===== src/rtl/dice_roll_controller.sv =====
// Turn sequencer for the four-die generator: button edge -> timed tumble burst,
// then capture with hold mask, roll accounting and dice total.
module dice_roll_controller #(
    parameter int TUMBLE_CYCLES = 16,
    parameter int MAX_ROLLS     = 3
) (
    input  logic       clk,
    input  logic       rst_n,
    input  logic       roll_btn,
    input  logic       new_turn,
    input  logic [3:0] hold,
    input  logic [3:0] rand_in1,
    input  logic [3:0] rand_in2,
    input  logic [3:0] rand_in3,
    input  logic [3:0] rand_in4,
    output logic       roll_trigger,
    output logic [3:0] die1,
    output logic [3:0] die2,
    output logic [3:0] die3,
    output logic [3:0] die4,
    output logic [4:0] sum,
    output logic [1:0] rolls_left,
    output logic       busy,
    output logic       roll_done,
    output logic       turn_over
);

    // state     | meaning
    // S_IDLE    | waiting for a roll edge or new_turn
    // S_TUMBLE  | roll_trigger high, counting TUMBLE_CYCLES
    // S_CAPTURE | sample generator outputs under hold mask
    // S_REPORT  | total the dice
    // S_DONE    | no rolls left, waiting for new_turn
    localparam logic [2:0] S_IDLE    = 3'd0;
    localparam logic [2:0] S_TUMBLE  = 3'd1;
    localparam logic [2:0] S_CAPTURE = 3'd2;
    localparam logic [2:0] S_REPORT  = 3'd3;
    localparam logic [2:0] S_DONE    = 3'd4;

    localparam logic [7:0] TC_LAST    = 8'(TUMBLE_CYCLES - 1);
    localparam logic [1:0] ROLLS_INIT = 2'(MAX_ROLLS);

    logic [2:0] state_q, state_d;
    logic [7:0] cnt_q, cnt_d;
    logic       btn_q;
    logic [3:0] die_q [4];
    logic [3:0] die_d [4];
    logic [4:0] sum_q, sum_d;
    logic [1:0] left_q, left_d;
    logic       trig_q, busy_q, done_q, over_q;
    logic [3:0] rand_v [4];
    logic       start;
    logic       first_roll;

    // Generator values outside 1..6 are forced to 1 so a die is never blank after a roll.
    function automatic logic [3:0] clamp_die(input logic [3:0] v);
        return ((v == 4'd0) || (v > 4'd6)) ? 4'd1 : v;
    endfunction

    assign rand_v[0]  = rand_in1;
    assign rand_v[1]  = rand_in2;
    assign rand_v[2]  = rand_in3;
    assign rand_v[3]  = rand_in4;
    assign start      = roll_btn & ~btn_q;
    assign first_roll = (left_q == ROLLS_INIT);

    always_comb begin
        state_d = state_q;
        cnt_d   = cnt_q;
        die_d   = die_q;
        sum_d   = sum_q;
        left_d  = left_q;
        case (state_q)
            S_IDLE: begin
                if (new_turn) begin
                    die_d  = '{default: '0};
                    sum_d  = '0;
                    left_d = ROLLS_INIT;
                end else if (start && (left_q != 2'd0)) begin
                    state_d = S_TUMBLE;
                    cnt_d   = '0;
                end
            end
            S_TUMBLE: begin
                if (cnt_q == TC_LAST) begin
                    state_d = S_CAPTURE;
                end else begin
                    cnt_d = cnt_q + 8'd1;
                end
            end
            S_CAPTURE: begin
                for (int i = 0; i < 4; i++) begin
                    if (first_roll || !hold[i]) begin
                        die_d[i] = clamp_die(rand_v[i]);
                    end
                end
                left_d  = left_q - 2'd1;
                state_d = S_REPORT;
            end
            S_REPORT: begin
                sum_d   = 5'(die_q[0]) + 5'(die_q[1]) + 5'(die_q[2]) + 5'(die_q[3]);
                state_d = (left_q == 2'd0) ? S_DONE : S_IDLE;
            end
            S_DONE: begin
                if (new_turn) begin
                    die_d   = '{default: '0};
                    sum_d   = '0;
                    left_d  = ROLLS_INIT;
                    state_d = S_IDLE;
                end
            end
            default: state_d = S_IDLE;
        endcase
    end

    // Status outputs are registered from the next state so they line up with it.
    always_ff @(posedge clk or negedge rst_n) begin
        if (!rst_n) begin
            state_q <= S_IDLE;
            cnt_q   <= '0;
            btn_q   <= 1'b1;
            die_q   <= '{default: '0};
            sum_q   <= '0;
            left_q  <= ROLLS_INIT;
            trig_q  <= 1'b0;
            busy_q  <= 1'b0;
            done_q  <= 1'b0;
            over_q  <= 1'b0;
        end else begin
            state_q <= state_d;
            cnt_q   <= cnt_d;
            btn_q   <= roll_btn;
            die_q   <= die_d;
            sum_q   <= sum_d;
            left_q  <= left_d;
            trig_q  <= (state_d == S_TUMBLE);
            busy_q  <= (state_d == S_TUMBLE) || (state_d == S_CAPTURE) || (state_d == S_REPORT);
            done_q  <= (state_q == S_REPORT);
            over_q  <= (state_d == S_DONE);
        end
    end

    assign roll_trigger = trig_q;
    assign die1         = die_q[0];
    assign die2         = die_q[1];
    assign die3         = die_q[2];
    assign die4         = die_q[3];
    assign sum          = sum_q;
    assign rolls_left   = left_q;
    assign busy         = busy_q;
    assign roll_done    = done_q;
    assign turn_over    = over_q;

endmodule


===== config.mk =====
export PLATFORM = sky130hd
export DESIGN_NAME = dice_roll_controller
export DESIGN_NICKNAME = d
export VERILOG_FILES = /design/src/rtl/dice_roll_controller.sv
export SDC_FILE = /design/constraint.sdc
export NUM_CORES = 1
export LEC_CHECK = 0
export ABC_AREA = 1
export CAP_MARGIN = 20
export CORE_UTILIZATION = 58
export DETAILED_ROUTE_END_ITERATION = 7
export DONT_BUFFER_PORTS = 1
export HOLD_SLACK_MARGIN = 0.05
export PLACE_DENSITY_LB_ADDON = 0.08
export SKIP_CTS_REPAIR_TIMING = 1
export SLEW_MARGIN = 20
export SYNTH_ARGS = -nofsm -noshare
export SYNTH_HDL_FRONTEND = slang
export SYNTH_SLANG_ARGS = --single-unit

===== constraint.sdc =====
create_clock -name clk -period 2.74 [get_ports clk]
set_input_delay 0.685 -clock clk [delete_from_list [all_inputs] [get_ports clk]]
set_output_delay 0.685 -clock clk [all_outputs]
set_load 0.01 [all_outputs]

==> flow_summary.yaml <==
logic_synthesis:
  syn_inst: 253
  yosysWarnings: 0
  syn_nets: 292
  seq_area_frac_synth: 0.4563
  ys_ff_latch: 39
  syn_avg_cell_area_um2: 8.486
  synth_edf_count: 0
  ys_types: 23
  synth_top_area_frac: 0.4196
  synth_common_cells: "nand2_1 (65), dfrtp_1 (36), inv_1 (35)"
  async_flop_share: 1.000
  synth_area_mm2: 0.002147
  synth_ff_type: "dfrtp_1"
  synth_area_leaders: "dfrtp_1 (42%), nand2_1 (11%), fa_1 (7.5%)"
  synth_most_common_cell: "nand2_1"
  yosys.area.top_type: "dfrtp_1"
timing:
  fin_tns_setup_ns: 0
  post-route-min-period_ns: 2.499
  finalHoldViolCount: 0
  max_freq_mhz: 400.2
  min_period_over_period: 0.9120
  relSlewSlack: 0.7974
  final-setup-viol-count: 0
  grt_setup_unrepaired: "no"
  fin_skew_ns: 0.004313
  worstMarginPinSlew_ns: 0.3031
  slew_viol_final: 0
final_layout:
  finalNetCount: 299
  n_antenna_cell: 0
  synthToLayoutAreaGrowth_pct: 7.343
  drive_gt1_frac: 0.09195
  post-route-util: 0.6696
worst_setup_path:
  critPathArrivalTime_ns: 2.66
  path_class: "flop to flop"
  crit_path_start_kind: "flop"
  cp.required_ns: 2.90
  endpoint_kind: "flop"
  path_max_fanout: 3
drt:
  drtAntennaViolNets: 0
  routed_wl_um: 3997
  drt-wirelength-per-cell_um: 13.02
  first_iter_violations: 116
  drc: 0
  dr.pass1.iters: 4
  vias_per_cell: 5.264
  vias: 1616
cts:
  clk_pin_slew_worst_paths_ns: 0.07
  root_buffer: "clkbuf_8"
  cts_buffers: 5
  clockBufferDepth: 2
  h-tree-depth: 2
  cts_tree: "built"
  insertion_delay_ns: 0.28
  clock_sinks: 39
grt:
  top_usage_layer: "met2"
  grt_pass1_wl_um: 7189
  antenna_found_initial: 0
  use_met3: 0.08029
  use_met2: 0.3628
  grt_overflow: 0
  grt_usage: 0.2349
  grt_use_met1: 0.3164
  grt_pass1_vias: 1607
  grt_max_degree: 40
placed_design:
  dp_hpwl_um: 3006
  gp_congestion: 0.8158
  io_buffers: 0
die:
  core_mm2: 0.003442
  num_io_pins: 51
  num_rows: 21
  die_area_mm2: 0.003949
  die_h_um: 62.84
  die-width_um: 62.84
  start_util: 0.6238
pwr:
  p_leak_nw: 1.157
  p_per_area_mw_per_mm2: 682.0
  irDropWorstVdd_v: 0.0003193
job:
  drv_cap: 0
hold_path:
  hp-class: "primary input to asynchronous set/reset pin"
run_status:
  status: "complete, no violations"
[layout make-up]
type                    count  area, µm²
fillers                   289       1137
multi-input cells         176       1025
flip-flops and latches     39      979.7
inverters                  38      142.6
clock buffers               8      100.1
well taps                  46      57.56
[registers in the layout, indices dropped and copies added, names as in the netlist, 2 cells and up]
signal	flops
cnt_q	8
die1	4
sum	5
rolls_left	2
die2	4
die4	4
die3	4
state_q	3
[where the power goes]
group,leakage [nW],switching [mW],internal [mW],total (mW)
combinational,0.592,0.248,0.139,0.387
sequential,0.514,0.102,0.661,0.762
clock,0.0515,0.193,0.230,0.422
[layout by cell type (no fill, tap or decap)]
master and n:
a211oi_1 1, fa_1 8, nand3_2 5, nand2_1 65, nand4_1 6, inv_1 35
o21ai_0 16, xnor2_1 1, dfstp_2 3, nand3_1 25, inv_2 3, dfrtp_1 36
xor2_1 1, nand2_2 4, nand3_4 1, clkbuf_1 1, nor2_2 1, a21oi_1 7
o21bai_1 1, nor3_1 7, nor2_1 17, clkbuf_8 7, a22oi_1 1, a211o_1 2
ha_1 7
[critical path: stages (launching register included)]
cell and delay (ns):
dfrtp_1 0.42, inv_1 0.08, fa_1 0.50, fa_1 0.51, inv_1 0.04, ha_1 0.21, fa_1 0.38, xnor2_1 0.15
o21ai_0 0.08
[worst paths after layout]
check                                startpoint                        end  slack, ns  cells past startpoint
hold reg to reg            cnt_q[1]$_DFFE_PN0P_       cnt_q[1]$_DFFE_PN0P_       0.54                      2
max in group asynchronous                 rst_n  rolls_left[1]$_DFFE_PN1P_       2.47                      0
hold / removal                            rst_n       state_q[0]$_DFF_PN0_       0.09                      0
setup reg to reg            die1[1]$_DFFE_PN0P_         sum[3]$_DFFE_PN0P_       0.24                      8
min in group clk                       roll_btn            btn_q$_DFF_PN1_       0.39                      0
setup / recovery            die1[1]$_DFFE_PN0P_         sum[3]$_DFFE_PN0P_       0.24                      8
[per-stage QoR]
| step | std cells | power [mW] | hold WS, ns | area [µm²] | setup slack [ns] |
|---|---|---|---|---|---|
| 2_1_floorplan | 253 | 1.066 | 0.3894 | 2147 | 0.3261 |
| 3_3_place_gp | 299 | 1.151 | 0.3902 | 2205 | 0.2648 |
| 3_5_place_dp | 299 | 1.158 | 0.3903 | 2205 | 0.2350 |
| 4_1_cts | 307 | 1.575 | 0.08035 | 2305 | 0.2229 |
| 5_1_grt | 307 | 1.691 | 0.07074 | 2305 | 0.1151 |
| 6_report | 307 | 1.572 | 0.08629 | 2305 | 0.2411 |
[metal layers]
metal / vias up / part of all wire
li1: 828 / -
met1: 729 / 0.48
met5: - / 0
met3: 6 / 0.077
met2: 53 / 0.44
met4: 0 / 0.0080
[kinds of logic (layout without fill, tap and decap cells)]
family          count (synthesis)  in the layout  share of synthesized area
fa+ha+maj                      15             15                     0.1154
buf+inv                        38             46                    0.06644
xor+xnor                        2              2                   0.008160
compound gates                 28             28                    0.07227
flops                          39             39                     0.4563
simple gates                  131            131                     0.2815
Power figures use the tool's default switching activity.
